===== src/rtl/wvb_reader_arb_pkg.sv =====
// Shared constants for the waveform-buffer reader arbiter.
//   - FSM state encodings
//   - default channel count and fixed port widths
//   - read-controller response payload
package wvb_reader_arb_pkg;

   localparam int unsigned WVB_N_CHAN_DFLT = 8;
   localparam int unsigned WVB_IDX_W       = 8;
   localparam int unsigned WVB_LEN_W       = 16;
   localparam int unsigned WVB_CNT_W       = 16;

   localparam logic [1:0] S_IDLE      = 2'd0;
   localparam logic [1:0] S_SCAN      = 2'd1;
   localparam logic [1:0] S_REQ       = 2'd2;
   localparam logic [1:0] S_HOST_WAIT = 2'd3;

   // Completion info returned by the format read controller alongside rd_ack.
   typedef struct packed {
      logic                 more;
      logic [WVB_LEN_W-1:0] len;
   } rd_rsp_t;

endpackage


===== src/rtl/wvb_reader_arb_rr_sel.sv =====
// Combinational round-robin picker.
//   mask     : per-channel request flags
//   last_idx : channel served most recently; search starts one above it
//   valid    : any mask bit set
//   idx      : chosen channel number
//   onehot   : chosen channel as a one-hot vector (0 when !valid)
module wvb_rr_sel #(
   parameter int unsigned P_N_CHAN = 8,
   parameter int unsigned P_SEL_W  = 3
) (
   input  logic [P_N_CHAN-1:0] mask,
   input  logic [P_SEL_W-1:0]  last_idx,
   output logic                valid,
   output logic [P_SEL_W-1:0]  idx,
   output logic [P_N_CHAN-1:0] onehot
);

   int unsigned        cand;
   logic [P_SEL_W-1:0] cand_idx;

   // Walk (last_idx+1 .. last_idx+P_N_CHAN) mod P_N_CHAN; first hit wins.
   always_comb begin
      valid    = 1'b0;
      idx      = '0;
      onehot   = '0;
      cand     = 0;
      cand_idx = '0;
      for (int unsigned k = 1; k <= P_N_CHAN; k++) begin
         cand     = (32'(last_idx) + k) % P_N_CHAN;
         cand_idx = P_SEL_W'(cand);
         if (!valid && mask[cand_idx]) begin
            valid = 1'b1;
            idx   = cand_idx;
         end
      end
      if (valid) onehot[idx] = 1'b1;
   end

endmodule


===== src/rtl/wvb_reader_arb.sv =====
// Arbitrates waveform-buffer channels into the format read controller and
// hands each filled DPRAM to the host.
//   clk, rst             : clock, async active-high reset
//   en, dpram_mode_in    : scan enable, DPRAM mode sampled at selection
//   wvb_not_empty        : per-channel event-available flags
//   rd_req/rd_ack        : request handshake with the read controller
//   rd_more, rd_len      : continuation flag and fill length, valid with rd_ack
//   rd_idx, rd_dpram_mode, wvb_sel : selected channel, held for the whole event
//   dpram_ready/len/done : host handoff of a filled DPRAM
//   evt_cnt              : completed-event counter (wraps)
module wvb_reader_arb
   import wvb_reader_arb_pkg::*;
#(
   parameter int unsigned P_N_CHAN = WVB_N_CHAN_DFLT
) (
   input  logic                 clk,
   input  logic                 rst,
   input  logic                 en,
   input  logic                 dpram_mode_in,
   input  logic [P_N_CHAN-1:0]  wvb_not_empty,
   input  logic                 rd_ack,
   input  logic                 rd_more,
   input  logic [WVB_LEN_W-1:0] rd_len,
   output logic                 rd_req,
   output logic [WVB_IDX_W-1:0] rd_idx,
   output logic                 rd_dpram_mode,
   output logic [P_N_CHAN-1:0]  wvb_sel,
   output logic                 dpram_ready,
   output logic [WVB_LEN_W-1:0] dpram_len,
   input  logic                 dpram_done,
   output logic [WVB_CNT_W-1:0] evt_cnt
);

   localparam int unsigned SEL_W = (P_N_CHAN > 1) ? $clog2(P_N_CHAN) : 1;

   logic [1:0]           state_q, state_d;
   logic                 rd_req_q, rd_req_d;
   logic [WVB_IDX_W-1:0] rd_idx_q, rd_idx_d;
   logic                 rd_dpram_mode_q, rd_dpram_mode_d;
   logic [P_N_CHAN-1:0]  wvb_sel_q, wvb_sel_d;
   logic                 dpram_ready_q, dpram_ready_d;
   logic [WVB_LEN_W-1:0] dpram_len_q, dpram_len_d;
   logic [WVB_CNT_W-1:0] evt_cnt_q, evt_cnt_d;
   logic                 more_q, more_d;
   logic [SEL_W-1:0]     last_idx_q, last_idx_d;

   logic                 sel_valid;
   logic [SEL_W-1:0]     sel_idx;
   logic [P_N_CHAN-1:0]  sel_onehot;
   rd_rsp_t              rd_rsp;

   assign rd_rsp = '{more: rd_more, len: rd_len};

   wvb_rr_sel #(
      .P_N_CHAN (P_N_CHAN),
      .P_SEL_W  (SEL_W)
   ) u_rr_sel (
      .mask     (wvb_not_empty),
      .last_idx (last_idx_q),
      .valid    (sel_valid),
      .idx      (sel_idx),
      .onehot   (sel_onehot)
   );

   // Next-state and registered-output logic.
   always_comb begin
      state_d         = state_q;
      rd_req_d        = rd_req_q;
      rd_idx_d        = rd_idx_q;
      rd_dpram_mode_d = rd_dpram_mode_q;
      wvb_sel_d       = wvb_sel_q;
      dpram_ready_d   = dpram_ready_q;
      dpram_len_d     = dpram_len_q;
      evt_cnt_d       = evt_cnt_q;
      more_d          = more_q;
      last_idx_d      = last_idx_q;

      case (state_q)
         S_IDLE: begin
            if (en) state_d = S_SCAN;
         end
         S_SCAN: begin
            if (sel_valid) begin
               state_d         = S_REQ;
               rd_req_d        = 1'b1;
               rd_idx_d        = WVB_IDX_W'(sel_idx);
               wvb_sel_d       = sel_onehot;
               rd_dpram_mode_d = dpram_mode_in;
            end else begin
               state_d = S_IDLE;
            end
         end
         S_REQ: begin
            if (rd_ack) begin
               state_d       = S_HOST_WAIT;
               rd_req_d      = 1'b0;
               dpram_ready_d = 1'b1;
               dpram_len_d   = rd_rsp.len;
               more_d        = rd_rsp.more;
            end
         end
         S_HOST_WAIT: begin
            if (dpram_done) begin
               dpram_ready_d = 1'b0;
               dpram_len_d   = '0;
               if (more_q) begin
                  // Continuation keeps the channel selection untouched.
                  state_d  = S_REQ;
                  rd_req_d = 1'b1;
               end else begin
                  evt_cnt_d  = evt_cnt_q + WVB_CNT_W'(1);
                  last_idx_d = SEL_W'(rd_idx_q);
                  wvb_sel_d  = '0;
                  state_d    = en ? S_SCAN : S_IDLE;
               end
            end
         end
         default: state_d = S_IDLE;
      endcase
   end

   always_ff @(posedge clk or posedge rst) begin
      if (rst) begin
         state_q         <= S_IDLE;
         rd_req_q        <= 1'b0;
         rd_idx_q        <= '0;
         rd_dpram_mode_q <= 1'b0;
         wvb_sel_q       <= '0;
         dpram_ready_q   <= 1'b0;
         dpram_len_q     <= '0;
         evt_cnt_q       <= '0;
         more_q          <= 1'b0;
         last_idx_q      <= SEL_W'(P_N_CHAN - 1);
      end else begin
         state_q         <= state_d;
         rd_req_q        <= rd_req_d;
         rd_idx_q        <= rd_idx_d;
         rd_dpram_mode_q <= rd_dpram_mode_d;
         wvb_sel_q       <= wvb_sel_d;
         dpram_ready_q   <= dpram_ready_d;
         dpram_len_q     <= dpram_len_d;
         evt_cnt_q       <= evt_cnt_d;
         more_q          <= more_d;
         last_idx_q      <= last_idx_d;
      end
   end

   assign rd_req        = rd_req_q;
   assign rd_idx        = rd_idx_q;
   assign rd_dpram_mode = rd_dpram_mode_q;
   assign wvb_sel       = wvb_sel_q;
   assign dpram_ready   = dpram_ready_q;
   assign dpram_len     = dpram_len_q;
   assign evt_cnt       = evt_cnt_q;

endmodule

===== config.mk =====
export PLATFORM = sky130hd
export DESIGN_NAME = wvb_reader_arb
export DESIGN_NICKNAME = d
export VERILOG_FILES = /design/src/rtl/wvb_reader_arb_pkg.sv /design/src/rtl/wvb_reader_arb_rr_sel.sv /design/src/rtl/wvb_reader_arb.sv
export SDC_FILE = /design/constraint.sdc
export NUM_CORES = 1
export LEC_CHECK = 0
export BUFFER_PORTS_ARGS = -buffer_cell sky130_fd_sc_hd__clkbuf_2
export CORE_UTILIZATION = 58
export DETAILED_ROUTE_END_ITERATION = 8
export GPL_ROUTABILITY_DRIVEN = 0
export PLACE_DENSITY = 0.95
export SLEW_MARGIN = 20
export SYNTH_ARGS = -nofsm -noshare
export SYNTH_HDL_FRONTEND = slang
export SYNTH_SLANG_ARGS = --single-unit

===== constraint.sdc =====
create_clock -name clk -period 7.6 [get_ports clk]
set_clock_uncertainty 0.1 [all_clocks]
set_input_delay 0.76 -clock clk [delete_from_list [all_inputs] [get_ports clk]]
set_output_delay 0.76 -clock clk [all_outputs]
set_load 0.005 [all_outputs]

==> flow_results.org <==
** Outcome
- The run finished with clean final reports.

** Worst setup path
- The worst setup path is captured at a flip-flop.
- Counting both buffers and inverters, the worst setup path holds a total of 1.
- The slowest stage of the critical path belongs to the cell ha_1.
- Of all nets on the critical path, the largest fanout is 18.
- Broken down by cell family, the worst path's largest delay share belongs to simple AND/OR/NAND/NOR gates.
- CP cell instances :: inv_1 > ha_1 > mux4_2 > or2_0 > or4b_1 > or4b_4 > nand2_2 > mux2_1
- Worst EP arrival :: about 4700 ps
- Critical path startpoint category :: flip-flop
- The worst setup path is of the flip-flop to flip-flop kind.
- Required time of the worst setup path :: approximately 7700 ps
- Longest individual stage delay on the worst path :: 870 ps
- The most critical setup path has its startpoint at last_idx_q[0].
- Worst r2r src :: last_idx_q[0]

** Clock network
- Clock transition at the registers of the reported paths :: 100 ps
- Buffers inserted by post-CTS timing repair :: 0
- Once the clock tree was built, the resizer swapped 0 gates to a different size.
- H-tree depth reported by CTS :: 2
- Number of clock sinks seen by CTS :: 52
- Clock tree buffer depth :: 2
- Clock latency on the worst-skew pair, taken at its later pin, is around 300 ps.
- CTS root buffer :: clkbuf_8
- TritonCTS built the clock tree.
- TritonCTS created 5 clock buffers.
- Cts hold-fix bufs :: 0

** Timing
- Max-Slew Margin vs Limit :: 27.8%
- For the finished layout, the period the worst path requires is 4650 ps.
- Dividing the final minimum period by the clock period gives 61.1%.
- Final setup violation count :: 0
- Static timing analysis puts the maximum clock frequency at about 220 MHz.
- Hold Violations, Final :: 0
- Unrepaired setup endpoints after global routing :: no
- Number of pins with negative max-slew slack in the final report :: 0
- For the pin with the worst max-slew slack, the measured transition is about 1100 ps.
- Setup total negative slack on the finished layout was measured at 0 ps.

** Yosys
- Counting every instance in the synthesized netlist gives 308.
- Sequential fraction of the synthesis area :: 39.9%
- The synthesized netlist devotes under 10% of its cell area to XOR and XNOR gates.
- Share of async-settable or async-resettable flops after synthesis :: 100%
- Sorting the synthesized cells by how often they occur yields dfrtp_1, nand2_1, nor2_1.
- The synthesized netlist devotes a little over an eighth of its cell area to simple gates.
- Yosys mapped the design onto 62 distinct sky130hd cell types.
- Complex-gate fraction of the synthesized area :: 17.4%
- Portion of synthesized cell area occupied by the leading cell type :: 37.5%
- The average instance in the mapped netlist occupies 10.6 um^2.
- Ranking of synthesized cells by area :: dfrtp_1, mux4_2, a22o_1, xnor2_1, mux2_2
- The cell area that synthesis handed to floorplanning was between 3000 and 4000 um^2.
- During synthesis, Yosys emitted a total of 0 warnings.
- Count of flip-flops with a built-in enable after synthesis :: 0
- Combinational family with the most area after synthesis :: multiplexers
- The most common cell in the synthesized netlist is dfrtp_1.
- In the synthesized netlist the dominant register cell turns out to be dfrtp_1.
- In the synthesized netlist, mux cells make up ~18% of the area.
- Summing the areas of all fa, ha and maj instances in the mapped netlist gives 1.15% of the synthesized area.
- After synthesis the netlist holds a flip-flop and latch count of 52.
- The biggest area contributor in the post-synthesis netlist is dfrtp_1.

** GRT
- Global routing used between 30% and 40% of the available met1 tracks.
- Global routing consumed, on the met2 layer, 43.9% of the routing resources.
- Total overflow reported by the global router :: 0
- Global routing consumed, over all layers together, between 20% and 30% of the routing resources.
- The initial antenna violation count was 0.
- After global routing, the most crowded layer is met2.
- Via count of the first global-routing pass :: around 2,700
- For met3 alone, demand over resource in global routing was 4.76%.
- Entering global routing, the biggest net connects 53 pins.
- Wire length of the first global-routing pass :: 13.0 mm

** Placement
- Once placement completed, the tool counted placed cells totaling approximately 430.
- In this run the tool buffered the top-level ports with 76 buffer cells.
- After detailed placement, the total cell area comes to 3630 um^2.
- The wire-length estimate of the detail-placed layout is around 5.5 mm.

** Drt
- Summed over all layers, the routed wires come to 7.74 mm.
- DRC Markers :: 0
- Routed WL per cell :: about 18 um
- Vias post-DR :: about 2,800
- First-iteration detailed-routing DRC count :: 413
- Initial DRT Pass Iterations :: 6
- Number of nets still failing antenna checks after routing :: 0
- In the routed layout, each cell is associated on average with a via count of ~6.4.

** Cells and area
- Net count of the finished layout :: just over 400
- Number of fillers in the final layout :: 380
- Once layout is complete, the cells apart from fillers number about 440.
- Layout area overhead :: 14.1%
- Post-route design area :: 3740 um^2
- Ant diodes :: 0
- Of the cells placed in the final design, the portion with a size suffix greater than 1 is ~33%.

** Power
- Dividing total power by cell area gives a power density of approximately 430 nW/um^2.
- Static leakage :: 1.75 nW
- VDD sags by at most 0.263 mV.

** Hold path
- The worst hold path belongs to the class flip-flop to flip-flop.
- The startpoint identified for the worst hold timing path is evt_cnt[15].

** Floorplan
- After floorplanning, the core was sized to cover 5270 um^2.
- In this run the core area contains 26 standard-cell rows.
- Area of the die :: 5950 um^2
- Initial cell density of the core :: 62.1%
- Floorplan die width :: 77.1 um
- Height of the die :: 77.1 um
- 82 I/O pins were placed.

** Job
- The tool flagged a number of max-cap violations equal to 0.
-- state kept, by name (all words and copies together), names as in the netlist --
name and cells:
state_q 2, rd_req 1, rd_dpram_mode 1, dpram_len 16, rd_idx 3, last_idx_q 3
more_q 1, dpram_ready 1, wvb_sel 8, evt_cnt 16
-- where the power goes --
group          internal, W  total [W]  switching (W)
combinational     0.000429   0.000949       0.000519
clock            0.0000746   0.000165      0.0000904
sequential        0.000376   0.000503       0.000127
total             0.000880    0.00162       0.000737
-- layout by cell type (no fill, tap or decap), types with 2 or more instances in the layout --
cell type,Yosys,layout
clkbuf_2,0,76
dfrtp_1,49,49
nand2_1,25,25
nor2_1,19,18
a22o_1,18,18
xnor2_1,15,15
nand3_1,13,13
mux4_2,12,12
mux2i_1,11,11
mux2_2,11,11
a21oi_1,11,11
inv_1,11,10
o21ai_0,10,10
nor2b_1,6,6
clkbuf_8,0,6
nand4_1,5,5
o31ai_1,5,5
conb_1,1,5
a32o_1,4,4
xor2_1,3,3
a221oi_1,3,3
and3_1,3,3
ha_1,3,3
dfstp_2,3,3
mux2_1,2,2
mux4_1,2,2
nor3_1,2,2
a211o_1,2,2
o211ai_1,2,2
o311ai_0,2,2
o22ai_1,2,2
clkinv_2,0,2
-- layout make-up --
| type | count | area, um^2 | area share [%] |
|---|---|---|---|
| clock buffers | 6 | 82.6 | 2.21 |
| clock inverters | 2 | 13.8 | 0.368 |
| inverters | 11 | 42.5 | 1.14 |
| multi-input cells | 224 | 1820 | 48.6 |
| flip-flops and latches | 52 | 1310 | 34.9 |
| well taps | 70 | 87.6 | 2.34 |
| repair buffers | 77 | 388 | 10.4 |
-- worst reg2reg max path, delay by kind of cell (launching register included) --
family	cells	cell delay (ps)
multiplexers	2	790
adder cells (fa/ha/maj)	1	870
AND/OR/NAND/NOR	4	1680
flip-flops	1	760
buffers and inverters	1	330
-- per-layer routing --
layer / wire length [um] / vias to the layer above
li1: - / 1268
met1: 3190 / 1368
met2: 3670 / 185
met3: 679 / 25
met4: 198 / 0
met5: 0 / -
-- cells by family (layout without fill, tap and decap cells) --
logic type,count (synthesis),after routing
simple gates,85,85
compound gates,74,74
flops,52,52
mux,39,39
buf+inv,36,96
xor+xnor,18,18
fa+ha+maj,3,3
other cells,1,5
-- path summary, 6_finish.rpt --
check,to,slack [ps],cells past startpoint
worst max-delay path,rd_dpram_mode,2950,8
worst min-delay path,evt_cnt[15],370,1
worst max register to register,rd_dpram_mode,2950,8
worst min register to register,evt_cnt[15],370,1
max in group asynchronous,wvb_sel[1],6410,2
min in group asynchronous,evt_cnt[1],480,2
-- stage by stage --
stage          power (W)  utilization [%]  hold slack (ps)  setup WS [ps]
2_1_floorplan    0.00118                -              368           3540
3_3_place_gp     0.00137             69.0              363           3170
3_5_place_dp     0.00142             69.0              364           2980
4_1_cts          0.00159             70.8              379           2930
5_1_grt          0.00172             70.9              412           2730
6_report         0.00162             70.9              372           2950
No activity file was read; power rests on OpenSTA's default activity.
